### src/rtl/rs232_cmd_dispatch.sv
// Command sequencer between the rs232 command/response FIFOs and the register bus.
// Runs one command at a time: fetch, decode, one bus access, then one response word.
module rs232_cmd_dispatch #(
    parameter int TIMEOUT_CYCLES = 255,
    parameter int ADDR_W         = 8,
    parameter int DATA_W         = 16
) (
    input  logic              clk,
    input  logic              rst,
    input  logic [31:0]       cmd_fifo_dout,
    input  logic              cmd_fifo_empty,
    output logic              cmd_fifo_rd_en,
    output logic [31:0]       rsp_fifo_din,
    output logic              rsp_fifo_wr_en,
    input  logic              rsp_fifo_full,
    output logic [ADDR_W-1:0] reg_addr,
    output logic [DATA_W-1:0] reg_wdata,
    output logic              reg_wr,
    output logic              reg_rd,
    input  logic [DATA_W-1:0] reg_rdata,
    input  logic              reg_ack,
    output logic              busy,
    output logic [7:0]        err_count
);

    localparam logic [3:0]  OP_NOP     = 4'h0;
    localparam logic [3:0]  OP_WRITE   = 4'h1;
    localparam logic [3:0]  OP_READ    = 4'h2;
    localparam logic [3:0]  ST_OK      = 4'h0;
    localparam logic [3:0]  ST_TIMEOUT = 4'h1;
    localparam logic [3:0]  ST_BAD_OP  = 4'h2;
    localparam logic [15:0] TIMER_LAST = 16'(TIMEOUT_CYCLES - 1);

    typedef enum logic [2:0] {
        S_IDLE,
        S_FETCH,
        S_DECODE,
        S_ACCESS,
        S_RESP_WAIT,
        S_RESP
    } state_t;

    state_t              r_state;
    logic                r_rd_en;
    logic                r_wr_en;
    logic [31:0]         r_din;
    logic [ADDR_W-1:0]   r_addr;
    logic [DATA_W-1:0]   r_wdata;
    logic                r_wr;
    logic                r_rd;
    logic                r_busy;
    logic [7:0]          r_err;
    logic [3:0]          r_op;
    logic [3:0]          r_status;
    logic [ADDR_W-1:0]   r_cmd_addr;
    logic [DATA_W-1:0]   r_cmd_data;
    logic [DATA_W-1:0]   r_rsp_data;
    logic [15:0]         r_timer;

    logic [3:0]          w_op;
    logic                w_unused;

    assign w_op     = cmd_fifo_dout[31:28];
    assign w_unused = ^cmd_fifo_dout[27:24];

    function automatic logic [7:0] sat_inc8(input logic [7:0] v);
        return (v == 8'hFF) ? v : v + 8'd1;
    endfunction

    always_ff @(posedge clk or posedge rst) begin
        if (rst) begin
            r_state    <= S_IDLE;
            r_rd_en    <= 1'b0;
            r_wr_en    <= 1'b0;
            r_din      <= '0;
            r_addr     <= '0;
            r_wdata    <= '0;
            r_wr       <= 1'b0;
            r_rd       <= 1'b0;
            r_busy     <= 1'b0;
            r_err      <= '0;
            r_op       <= '0;
            r_status   <= '0;
            r_cmd_addr <= '0;
            r_cmd_data <= '0;
            r_rsp_data <= '0;
            r_timer    <= '0;
        end else begin
            case (r_state)
                S_IDLE: begin
                    if (!cmd_fifo_empty) begin
                        r_rd_en <= 1'b1;
                        r_busy  <= 1'b1;
                        r_state <= S_FETCH;
                    end
                end
                S_FETCH: begin
                    r_rd_en <= 1'b0;
                    r_state <= S_DECODE;
                end
                S_DECODE: begin
                    // FIFO word is valid now, one cycle after the pop
                    r_op       <= w_op;
                    r_cmd_addr <= cmd_fifo_dout[23:16];
                    r_cmd_data <= cmd_fifo_dout[15:0];
                    r_timer    <= '0;
                    case (w_op)
                        OP_NOP: begin
                            r_busy  <= 1'b0;
                            r_state <= S_IDLE;
                        end
                        OP_WRITE, OP_READ: begin
                            r_addr  <= cmd_fifo_dout[23:16];
                            r_wdata <= cmd_fifo_dout[15:0];
                            r_wr    <= (w_op == OP_WRITE);
                            r_rd    <= (w_op == OP_READ);
                            r_state <= S_ACCESS;
                        end
                        default: begin
                            r_status   <= ST_BAD_OP;
                            r_rsp_data <= '0;
                            r_state    <= S_RESP_WAIT;
                        end
                    endcase
                end
                S_ACCESS: begin
                    r_wr <= 1'b0;
                    r_rd <= 1'b0;
                    // ack takes priority over the timeout in the final cycle
                    if (reg_ack) begin
                        r_status   <= ST_OK;
                        r_rsp_data <= (r_op == OP_READ) ? reg_rdata : r_cmd_data;
                        r_state    <= S_RESP_WAIT;
                    end else if (r_timer == TIMER_LAST) begin
                        r_status   <= ST_TIMEOUT;
                        r_rsp_data <= '0;
                        r_state    <= S_RESP_WAIT;
                    end else begin
                        r_timer <= r_timer + 16'd1;
                    end
                end
                S_RESP_WAIT: begin
                    r_din <= {r_op, r_status, r_cmd_addr, r_rsp_data};
                    if (!rsp_fifo_full) begin
                        r_wr_en <= 1'b1;
                        r_state <= S_RESP;
                    end
                end
                S_RESP: begin
                    r_wr_en <= 1'b0;
                    if (r_status != ST_OK) r_err <= sat_inc8(r_err);
                    r_busy  <= 1'b0;
                    r_state <= S_IDLE;
                end
                default: begin
                    r_busy  <= 1'b0;
                    r_state <= S_IDLE;
                end
            endcase
        end
    end

    assign cmd_fifo_rd_en = r_rd_en;
    assign rsp_fifo_din   = r_din;
    assign rsp_fifo_wr_en = r_wr_en;
    assign reg_addr       = r_addr;
    assign reg_wdata      = r_wdata;
    assign reg_wr         = r_wr;
    assign reg_rd         = r_rd;
    assign busy           = r_busy;
    assign err_count      = r_err;

endmodule

### config.mk
export PLATFORM = sky130hd
export DESIGN_NAME = rs232_cmd_dispatch
export DESIGN_NICKNAME = d
export VERILOG_FILES = /design/src/rtl/rs232_cmd_dispatch.sv
export SDC_FILE = /design/constraint.sdc
export NUM_CORES = 1
export LEC_CHECK = 0
export CAP_MARGIN = 10
export CORE_MARGIN = 3
export CORE_UTILIZATION = 41
export CTS_CLUSTER_DIAMETER = 150
export DETAILED_ROUTE_END_ITERATION = 6
export HOLD_SLACK_MARGIN = 0.12
export PLACE_DENSITY_LB_ADDON = 0.08
export SETUP_SLACK_MARGIN = 0.02
export SYNTH_ARGS = -nofsm -noshare
export SYNTH_HDL_FRONTEND = slang
export SYNTH_SLANG_ARGS = --single-unit
### constraint.sdc
create_clock -name clk -period 3.9 [get_ports clk]
set_clock_uncertainty 0.15 [all_clocks]
set_input_delay 0.585 -clock clk [delete_from_list [all_inputs] [get_ports clk]]
set_output_delay 0.585 -clock clk [all_outputs]
set_load 0.005 [all_outputs]
==> results.py, run 1 <==
metrics = {
    "finish": {
        "diodes": 0,
        "area_delta_synth_final_pct": 32.57,
        "fin_nets": 688,
        "drive_gt1_share_pct": 16.28,
    },
    "yosys": {
        "avgSynthCellArea_sq_um": 11.34,
        "synth.ff_latch_count": 132,
        "seq_area_frac_synth_pct": 55.80,
        "postSynthCellCount": 522,
        "muxShareOfSynthArea_pct": 15.79,
        "synthTopCellsByArea": "dfrtp_1, nand2_1, mux2_2, mux2_4, mux2i_1",
        "yosysWarnings": 0,
        "netlist.area_leader.share_pct": 55.80,
        "synth_top_family_by_area": "multiplexers",
        "syn_area_sq_um": 5919,
        "synth_xor_area_share_pct": 1.184,
        "synth_top_area_cell": "dfrtp_1",
        "async_flop_share_pct": 100.0,
        "synth-adder-area-share_pct": 0.6341,
        "synth_simple_gate_area_share_pct": 14.97,
        "synth_top_flop_cell": "dfrtp_1",
        "synth_cell_types": 54,
        "synth_edf_count": 0,
        "synth_compound_area_share_pct": 8.391,
    },
    "die": {
        "fp-row-count": 43,
        "start_util_pct": 42.32,
        "core_sq_um": 13990,
        "dieArea_sq_um": 15920,
        "die_h_um": 126.2,
        "ioPinCount": 122,
        "die_w_um": 126.2,
    },
    "job": {
        "maxCapViolCount": 0,
    },
    "sta": {
        "tns_ns": 0,
        "final-hold-violation-count": 0,
        "fin_crit_sh_pct": 64.12,
        "grt_setup_unrepaired": "false",
        "setup_viol": 0,
        "worst_slew_pin_slew_ns": 1.049,
        "fmax_ghz": 0.3999,
        "final.min_clock_period_ns": 2.501,
        "worst_slack_ns": 1.399,
        "max-slew-margin-rel_pct": 29.85,
        "maxSlewViolCount": 0,
    },
    "status": {
        "status": "finished clean",
    },
    "detailed_routing": {
        "wirelength_um": 13780,
        "first_pass_iters": 4,
        "avgRoutedWirePerCell_um": 16.71,
        "drt-initial-drc-count": 238,
        "vias": 4212,
        "drc": 0,
        "ant_nets": 0,
        "viasPerCell": 5.105,
    },
    "clock_tree": {
        "cts_buffers": 17,
        "numClockSinks": 132,
        "clk_latency_ns": 0.41,
        "ctsResizeCount": 0,
        "h-tree-depth": 4,
        "path_clk_slew_ns": 0.06,
        "cts_hold_buffers": 0,
        "cts_buffer_depth": 2,
        "cts_tree": "built",
        "postCtsSetupRepairBufs": 0,
        "root_buffer": "clkbuf_16",
    },
    "worst_setup_path": {
        "path_max_fanout": 16,
        "required_ns": 4.10,
        "start_kind": "primary input",
        "crit_type": "in -> reg",
        "crit_path_end_kind": "register",
        "rrSetupSlack_ns": 1.49,
        "worstPathArrival_ns": 2.70,
    },
    "placed_design": {
        "dp_slack_ns": 0.9985,
        "dp_hpwl_um": 8736,
        "gp_congestion": 0.7448,
        "portBuffers": 115,
    },
    "pwr": {
        "leakage_nw": 3.490,
        "power_density_nw_per_um2": 731.2,
        "finalPower_mw": 5.738,
        "ir_drop_v": 0.0003611,
    },
    "grt": {
        "grt.total_usage_pct": 18.26,
        "overflow": 0,
        "grt_pass1_vias": 4490,
        "antenna_found_initial": 0,
        "grt_max_degree": 133,
        "grt_pass1_wl_um": 23110,
    },
    "hold_path": {
        "min_path_type": "reg -> reg",
    },
}
-- logic make-up (layout without fill, tap and decap cells) --
kind of cell,after synthesis,count (layout)
AOI/OAI and AO/OA,74,74
xor gates and xnor gates,8,8
adders and majority gates,3,3
buffers and inverters,38,160
DFF,132,132
muxes,79,79
other,1,2
and+or+nand+nor,187,187
-- layer usage --
layer  track usage (%)  vias to the layer above  wire length [um]
met5                 0                        -                 0
met4             4.984                        0               124
met3             6.022                       10               847
met2             26.98                      104              6082
met1             25.96                     2051              6730
li1                  -                     2047                 -
-- sequential cells by signal (all words and copies together) (netlist names), 8 cells and up --
name          count
rsp_fifo_din     30
err_count         8
reg_addr          8
r_timer          16
r_cmd_addr        8
reg_wdata        16
r_cmd_data       16
r_rsp_data       16
-- report_power, final --
part | switching, mW | internal, mW
clock network | 0.591 | 1.06
registers | 0.339 | 1.87
logic | 0.763 | 1.11
-- layout make-up --
type,instances,area (sq um)
Sequential cell,132,3303
Multi-Input combinational cell,353,2450
Fill cell,1211,6141
Timing Repair Buffer,122,1229
Clock inverter,15,188.9
Tap cell,180,225.2
Clock buffer,17,425.4
Inverter,6,26.28
-- cell usage after synthesis (2+ instances only) --
| cell type | count |
|---|---|
| nor2b_1 | 2 |
| nand3_1 | 2 |
| mux2_4 | 20 |
| or3_1 | 2 |
| nand2_1 | 124 |
| buf_4 | 3 |
| and2_1 | 6 |
| mux2i_1 | 24 |
| nor2_1 | 8 |
| or4_1 | 2 |
| buf_1 | 3 |
| o2111ai_1 | 2 |
| ha_1 | 3 |
| o21ai_0 | 13 |
| inv_1 | 6 |
| and4_1 | 3 |
| xnor2_1 | 6 |
| dfrtp_1 | 132 |
| nand4_1 | 11 |
| clkbuf_1 | 14 |
| and3_1 | 3 |
| nor3_1 | 9 |
| a21o_1 | 16 |
| buf_2 | 9 |
| xor2_1 | 2 |
| buf_6 | 3 |
| nand2b_1 | 3 |
| o22ai_1 | 16 |
| and3b_1 | 2 |
| mux2_2 | 35 |
| a21oi_1 | 15 |
-- critical path: stages --
cell and delay [ns]:
clkdlybuf4s50_1 0.56, a211o_1 0.37, and2_1 0.20, a211oi_4 0.74, a21o_1 0.23
-- metrics by stage --
| step | cell area, sq um | utilization, % | cells | hold slack [ns] |
|---|---|---|---|---|
| after floorplan | 5927 | - | 523 | 0.2901 |
| after global placement | 7233 | 51.71 | 793 | 0.3029 |
| after detailed placement | 7233 | 51.71 | 793 | 0.3082 |
| after CTS | 7848 | 56.10 | 825 | 0.3228 |
| after global routing | 7848 | 56.10 | 825 | 0.3437 |
| final | 7848 | 56.10 | 825 | 0.3169 |
-- placed cells by master, fill, tap and decap left out, drive strengths merged, types with 4 or more instances in the layout --
master / netlist / final
a21o: 16 / 16
a21oi: 15 / 15
and2: 6 / 6
buf: 18 / 7
bufinv: 0 / 4
clkbuf: 14 / 17
clkdlybuf4s50: 0 / 115
clkinv: 0 / 10
dfrtp: 132 / 132
inv: 6 / 5
mux2: 55 / 55
mux2i: 24 / 24
nand2: 125 / 125
nand4: 12 / 12
nor2: 8 / 8
nor3: 10 / 10
o21ai: 13 / 13
o22ai: 16 / 16
xnor2: 6 / 6
-- worst paths after layout --
kind / start / depth (start not counted) / endpoint
setup reg to reg: r_state[0] / 4 / reg_wdata[8]
min in group asynchronous: rst / 3 / reg_wdata[0]
max in group asynchronous: rst / 3 / r_cmd_data[14]
setup / recovery: cmd_fifo_dout[28] / 5 / r_rsp_data[1]
hold reg to reg: r_cmd_addr[1] / 2 / r_cmd_addr[1]
hold / removal: r_cmd_addr[1] / 2 / r_cmd_addr[1]
Note: power is estimated with default switching activity, not from simulation.
==> run 2: changes to the inputs <==
==> constraint.sdc (replaced) <==
create_clock -name clk -period 2.2 [get_ports clk]
set_clock_uncertainty 0.15 [all_clocks]
set_input_delay 0.33 -clock clk [delete_from_list [all_inputs] [get_ports clk]]
set_output_delay 0.33 -clock clk [all_outputs]
set_load 0.005 [all_outputs]
==> run 2 against run 1 <==
Sequential cell count did not move. Die area is the same. Routed wire length grew 2.9%. Core utilization rose by 1.0 points. Register-to-register slack worse by 1.3 ns. Critical path depth increased by 1. Setup slack worse by 1.2 ns. Sequential power up 76%. Hold slack better by 0.0030 ns. Non-clock buffer count is 21 higher. Clock-buffer cell count increased by 6. Critical path type is now reg -> reg. Critical endpoint is now r_timer[12].
==> results.py, run 2 (same netlist as run 1, synthesis figures left out) <==
metrics = {
    "status": {
        "status": "finished clean",
    },
    "job": {
        "maxCapViolCount": 0,
    },
    "pwr": {
        "intPower_mw": 7.101,
        "leakage_nw": 3.571,
        "finalPower_mw": 10.05,
        "p_switching_mw": 2.952,
        "p_sw_share_pct": 29.36,
        "ir_drop_v": 0.0006493,
        "p_comb_share_pct": 34.5,
        "p_seq_share_pct": 38.7,
        "p_clk_share_pct": 26.7,
        "power_density_nw_per_um2": 1259,
    },
    "clock_tree": {
        "cts_tree": "built",
        "postCtsSetupRepairBufs": 0,
        "root_buffer": "clkbuf_16",
        "h-tree-depth": 4,
        "clk_latency_ns": 0.41,
        "cts_buffers": 17,
        "numClockSinks": 132,
        "path_clk_slew_ns": 0.05,
        "cts_buffer_depth": 2,
    },
    "die": {
        "fp-row-count": 43,
        "dieArea_sq_um": 15920,
        "die_h_um": 126.2,
        "die_w_um": 126.2,
        "core_sq_um": 13990,
        "start_util_pct": 42.32,
        "ioPinCount": 122,
    },
    "detailed_routing": {
        "drt-initial-drc-count": 214,
        "avgRoutedWirePerCell_um": 16.84,
        "vias": 4306,
        "first_pass_iters": 4,
        "viasPerCell": 5.114,
        "drc": 0,
        "ant_nets": 0,
        "wirelength_um": 14180,
    },
    "worst_setup_path": {
        "crit_type": "reg -> reg",
        "crit_chain": "inv_1, ha_1, nor2b_1, and4_2, or4_1, a21oi_1",
        "required_ns": 2.38,
        "start_kind": "register",
        "crit_path_end_kind": "register",
        "path_max_fanout": 10,
        "crit_slowest_cell": "or4_1",
        "worstPathArrival_ns": 2.20,
        "cp_slowest_stage_delay_ns": 0.52,
    },
    "placed_design": {
        "portBuffers": 115,
        "dp_hpwl_um": 9311,
        "gp_congestion": 0.7927,
    },
    "finish": {
        "fin_nets": 709,
        "diodes": 0,
        "largest_register_ff_count": 30,
        "area_delta_synth_final_pct": 34.94,
        "final_cell_mix": "dfrtp_1, nand2_1, clkdlybuf4s50_1",
        "final_common_cell": "dfrtp_1",
        "drive_gt1_share_pct": 17.98,
    },
    "sta": {
        "max-slew-margin-rel_pct": 66.04,
        "grt_setup_unrepaired": "false",
        "final.min_clock_period_ns": 2.015,
        "final-hold-violation-count": 0,
        "fmax_ghz": 0.4963,
        "setup_viol": 0,
        "tns_ns": 0,
        "fin_crit_sh_pct": 91.59,
        "maxSlewViolCount": 0,
        "worst_slew_pin_slew_ns": 0.5095,
    },
    "grt": {
        "overflow": 0,
        "met1_usage_pct": 26.09,
        "antenna_found_initial": 0,
        "top_usage_layer": "met2",
        "grt_pass1_wl_um": 24040,
        "grt.total_usage_pct": 18.80,
        "met3_usage_pct": 6.277,
        "grt_max_degree": 76,
        "grt_pass1_vias": 4721,
        "gr-usage-met2_pct": 28.45,
    },
    "hold_path": {
        "min_path_type": "reg -> reg",
    },
}
-- run 2: cell types whose count changed in the layout (fill, tap and decap cells not counted) --
cell           change
and4_1             -1
and4_2             +1
buf_12             +3
buf_4             +17
bufinv_16          -2
clkbuf_1           +3
clkbuf_8           +3
clkinv_2           -5
clkinv_4           -3
dlygate4sd3_1      +1
-- run 2: per-layer routing --
metal  vias up  share of wire (%)
met5         -                  0
met4         0               0.90
met3        10                5.5
met2       107                 46
met1      2122                 48
li1       2067                  -
-- run 2: power by group through the flow --
stage          sequential [mW]  clock, mW  combinational, mW
2_1_floorplan             3.83          0               1.88
3_3_place_gp              3.88          0               3.43
3_5_place_dp              3.92          0               3.49
4_1_cts                   3.90       2.75               3.53
5_1_grt                   4.01       2.87               3.86
6_report                  3.89       2.69               3.47
-- run 2: final timing paths --
check / start / end / slack [ns] / depth (start not counted)
worst max-delay path: r_timer[0] / r_timer[12] / 0.19 / 6
worst min-delay path: r_cmd_addr[4] / r_cmd_addr[4] / 0.32 / 2
worst max register to register: r_timer[0] / r_timer[12] / 0.19 / 6
worst min register to register: r_cmd_addr[4] / r_cmd_addr[4] / 0.32 / 2
max in group asynchronous: rst / rsp_fifo_din[30] / 0.67 / 4
min in group asynchronous: rst / reg_wdata[3] / 0.59 / 3
-- run 2: worst max-delay path: cells and delay by family, from the launching register on --
family | cells | cell delay (ns)
and+or+nand+nor | 3 | 0.96
DFF | 1 | 0.41
adders and majority gates | 1 | 0.20
AOI/OAI and AO/OA | 1 | 0.15
buffers and inverters | 1 | 0.06
-- run 2: timing repair --
item / CTS / global route
hold buffers: 1 / 0
hold endpoints to repair: 4 / 0
gates resized for setup: 0 / 1
endpoints found under the setup margin: 0 / 3
-- run 2: through the flow --
| step | cells | setup slack (ns) | util, % | hold slack [ns] | instance area (sq um) |
|---|---|---|---|---|---|
| finish | 842 | 0.1850 | 57.10 | 0.3199 | 7988 |
| global placement | 813 | -0.04549 | 53.05 | 0.3019 | 7421 |
| CTS | 842 | 0.1238 | 57.09 | 0.3147 | 7986 |
| global route | 842 | 0.06643 | 57.10 | 0.3370 | 7988 |
| floorplan | 523 | 0.08280 | - | 0.2667 | 5927 |
| detailed placement | 813 | -0.06163 | 53.05 | 0.3106 | 7421 |
-- run 2: cell type report --
class | instances | area, sq um
clock buffer | 23 | 478.0
inverter | 6 | 26.28
multi-input combinational | 353 | 2451
tap | 180 | 225.2
fill | 1229 | 6001
sequential | 132 | 3303
timing repair buffer | 143 | 1426
clock inverter | 5 | 77.57
==> run 3: changes to the inputs <==
--- a/config.mk
+++ b/config.mk
@@ -6,12 +6,13 @@
 export NUM_CORES = 1
 export LEC_CHECK = 0
 export CAP_MARGIN = 10
-export CORE_MARGIN = 3
+export CORE_MARGIN = 2
 export CORE_UTILIZATION = 41
 export CTS_CLUSTER_DIAMETER = 150
 export DETAILED_ROUTE_END_ITERATION = 6
 export HOLD_SLACK_MARGIN = 0.12
 export PLACE_DENSITY_LB_ADDON = 0.08
+export RECOVER_POWER = 100
 export SETUP_SLACK_MARGIN = 0.02
 export SYNTH_ARGS = -nofsm -noshare
 export SYNTH_HDL_FRONTEND = slang
==> run 3 against run 2 <==
Setup slack worse by 0.025 ns. Sequential cell count unchanged. Maximum frequency down 1.2%. Cell area down 0.88%. Core utilization down 0.50 points. Global-route usage up 0.51 points. Critical endpoint is now reg_addr[5].
==> results.py, run 3 (same netlist as run 1, synthesis figures left out) <==
metrics = {
    "clock_tree": {
        "path_clk_slew_ns": 0.06,
        "cts_buffers": 17,
        "clk_latency_ns": 0.41,
        "cts_tree": "built",
        "numClockSinks": 132,
        "cts_buffer_depth": 2,
        "root_buffer": "clkbuf_16",
        "cts_hold_buffers": 0,
        "h-tree-depth": 4,
    },
    "hold_path": {
        "hold_depth": 2,
        "hold_end": "r_cmd_addr[0]",
        "min_path_type": "reg -> reg",
        "hold_start": "r_cmd_addr[0]",
    },
    "grt": {
        "grt_pass1_wl_um": 22710,
        "top_usage_layer": "met2",
        "grt_max_degree": 81,
        "antenna_found_initial": 0,
        "met1_usage_pct": 26.84,
        "grt_pass1_vias": 4481,
        "gr-usage-met2_pct": 28.65,
        "met3_usage_pct": 6.593,
        "grt.total_usage_pct": 19.31,
        "overflow": 0,
    },
    "placed_design": {
        "portBuffers": 115,
        "gp_congestion": 0.7749,
        "post-place-cells": 814,
        "dp_hpwl_um": 9127,
        "dp_slack_ns": -0.08207,
    },
    "worst_setup_path": {
        "crit_type": "reg -> reg",
        "start_kind": "register",
        "r2r-end": "reg_addr[5]",
        "path_max_fanout": 16,
        "reg2reg_depth": 5,
        "rrSetupSlack_ns": 0.16,
        "rr_startpoint": "r_state[2]",
        "crit_path_end_kind": "register",
        "required_ns": 2.34,
        "worstPathArrival_ns": 2.18,
    },
    "sta": {
        "hold_slack_ns": 0.3237,
        "worst_slack_ns": 0.1598,
        "setup_viol": 0,
        "final-hold-violation-count": 0,
        "max-slew-margin-rel_pct": 10.99,
        "maxSlewViolCount": 0,
        "final.min_clock_period_ns": 2.040,
        "fin_crit_sh_pct": 92.74,
        "worst_slew_pin_slew_ns": 1.335,
        "tns_ns": 0,
        "grt_setup_unrepaired": "false",
        "fmax_ghz": 0.4901,
    },
    "detailed_routing": {
        "drc": 0,
        "avgRoutedWirePerCell_um": 16.42,
        "viasPerCell": 5.145,
        "vias": 4353,
        "first_pass_iters": 4,
        "drt-initial-drc-count": 284,
        "ant_nets": 0,
        "wirelength_um": 13890,
    },
    "die": {
        "start_util_pct": 42.32,
        "ioPinCount": 122,
        "fp-row-count": 43,
        "die_h_um": 124.2,
        "die_w_um": 124.2,
        "core_sq_um": 13990,
        "dieArea_sq_um": 15410,
    },
    "finish": {
        "largest_register_ff_count": 30,
        "final_cell_mix": "dfrtp_1, nand2_1, dlygate4sd3_1",
        "drive_gt1_share_pct": 15.62,
        "diodes": 0,
        "fin_util_pct": 56.60,
        "final_common_cell": "dfrtp_1",
        "fin_nets": 709,
        "stdcell_count": 846,
        "area_delta_synth_final_pct": 33.76,
    },
    "pwr": {
        "power_density_nw_per_um2": 1252,
        "leakage_nw": 3.509,
        "ir_drop_v": 0.0005819,
    },
    "job": {
        "maxCapViolCount": 0,
    },
    "status": {
        "status": "finished clean",
    },
}
## run 3: cell count changes in the layout (fill, tap and decap cells not counted), moves of 2 or more
cell             delta
clkbuf_2            +2
clkbuf_1            +2
buf_4               -5
mux2_4             -16
clkbuf_4            +2
mux2_1             +16
clkdlybuf4s50_1    -67
dlygate4sd3_1      +66
buf_12              -2
clkinv_4            +2
## run 3: worst max-delay path by stage
| stage | slack [ns] | start | depth (start not counted) | to |
|---|---|---|---|---|
| finish | 0.16 | r_state[2] | 5 | reg_addr[5] |
| floorplan | 0.08 | rst | 1 | busy |
| CTS | 0.09 | r_timer[0] | 7 | r_rsp_data[3] |
| detailed placement | -0.08 | reg_ack | 6 | r_timer[12] |
| global placement | -0.05 | reg_ack | 6 | r_timer[12] |
| global route | 0.03 | r_state[2] | 5 | rsp_fifo_din[5] |
## run 3: cell type report
| cell class | count | area (sq um) |
|---|---|---|
| clock inverter | 12 | 153.9 |
| clock buffer | 20 | 456.7 |
| sequential | 132 | 3303 |
| fill | 1218 | 6071 |
| tap | 180 | 225.2 |
| timing repair buffer | 143 | 1379 |
| multi-input combinational | 353 | 2376 |
| inverter | 6 | 23.77 |
## run 3: through the flow
stage          cell area, sq um  total power [mW]
2_1_floorplan              5927             5.706
3_3_place_gp               7453             7.315
3_5_place_dp               7453             7.410
4_1_cts                    8064             10.39
5_1_grt                    7918             10.60
6_report                   7918             9.912
## run 3: layer usage
metal | routed length, um | vias to the layer above
met4 | 110 | 0
met2 | 6305 | 112
met1 | 6601 | 2146
met3 | 874 | 9
met5 | 0 | -
li1 | - | 2086
## run 3: timing repair
action                                  CTS  global route
buffers inserted                          0             0
endpoints found under the setup margin    0            19
resized for setup                         0             1
## run 3: critical path, stage by stage (launching register included)
cell and delay (ns):
dfrtp_1 0.40, or3b_2 0.50, nor3_4 0.14, nand2_1 0.10, clkbuf_4 0.26, mux2_1 0.35
## run 3: power by group
group,switching [mW],leakage [nW],internal [mW]
clock network,1.06,0.292,1.84
logic,1.41,1.65,1.75
registers,0.530,1.57,3.32
total,3.00,3.51,6.91
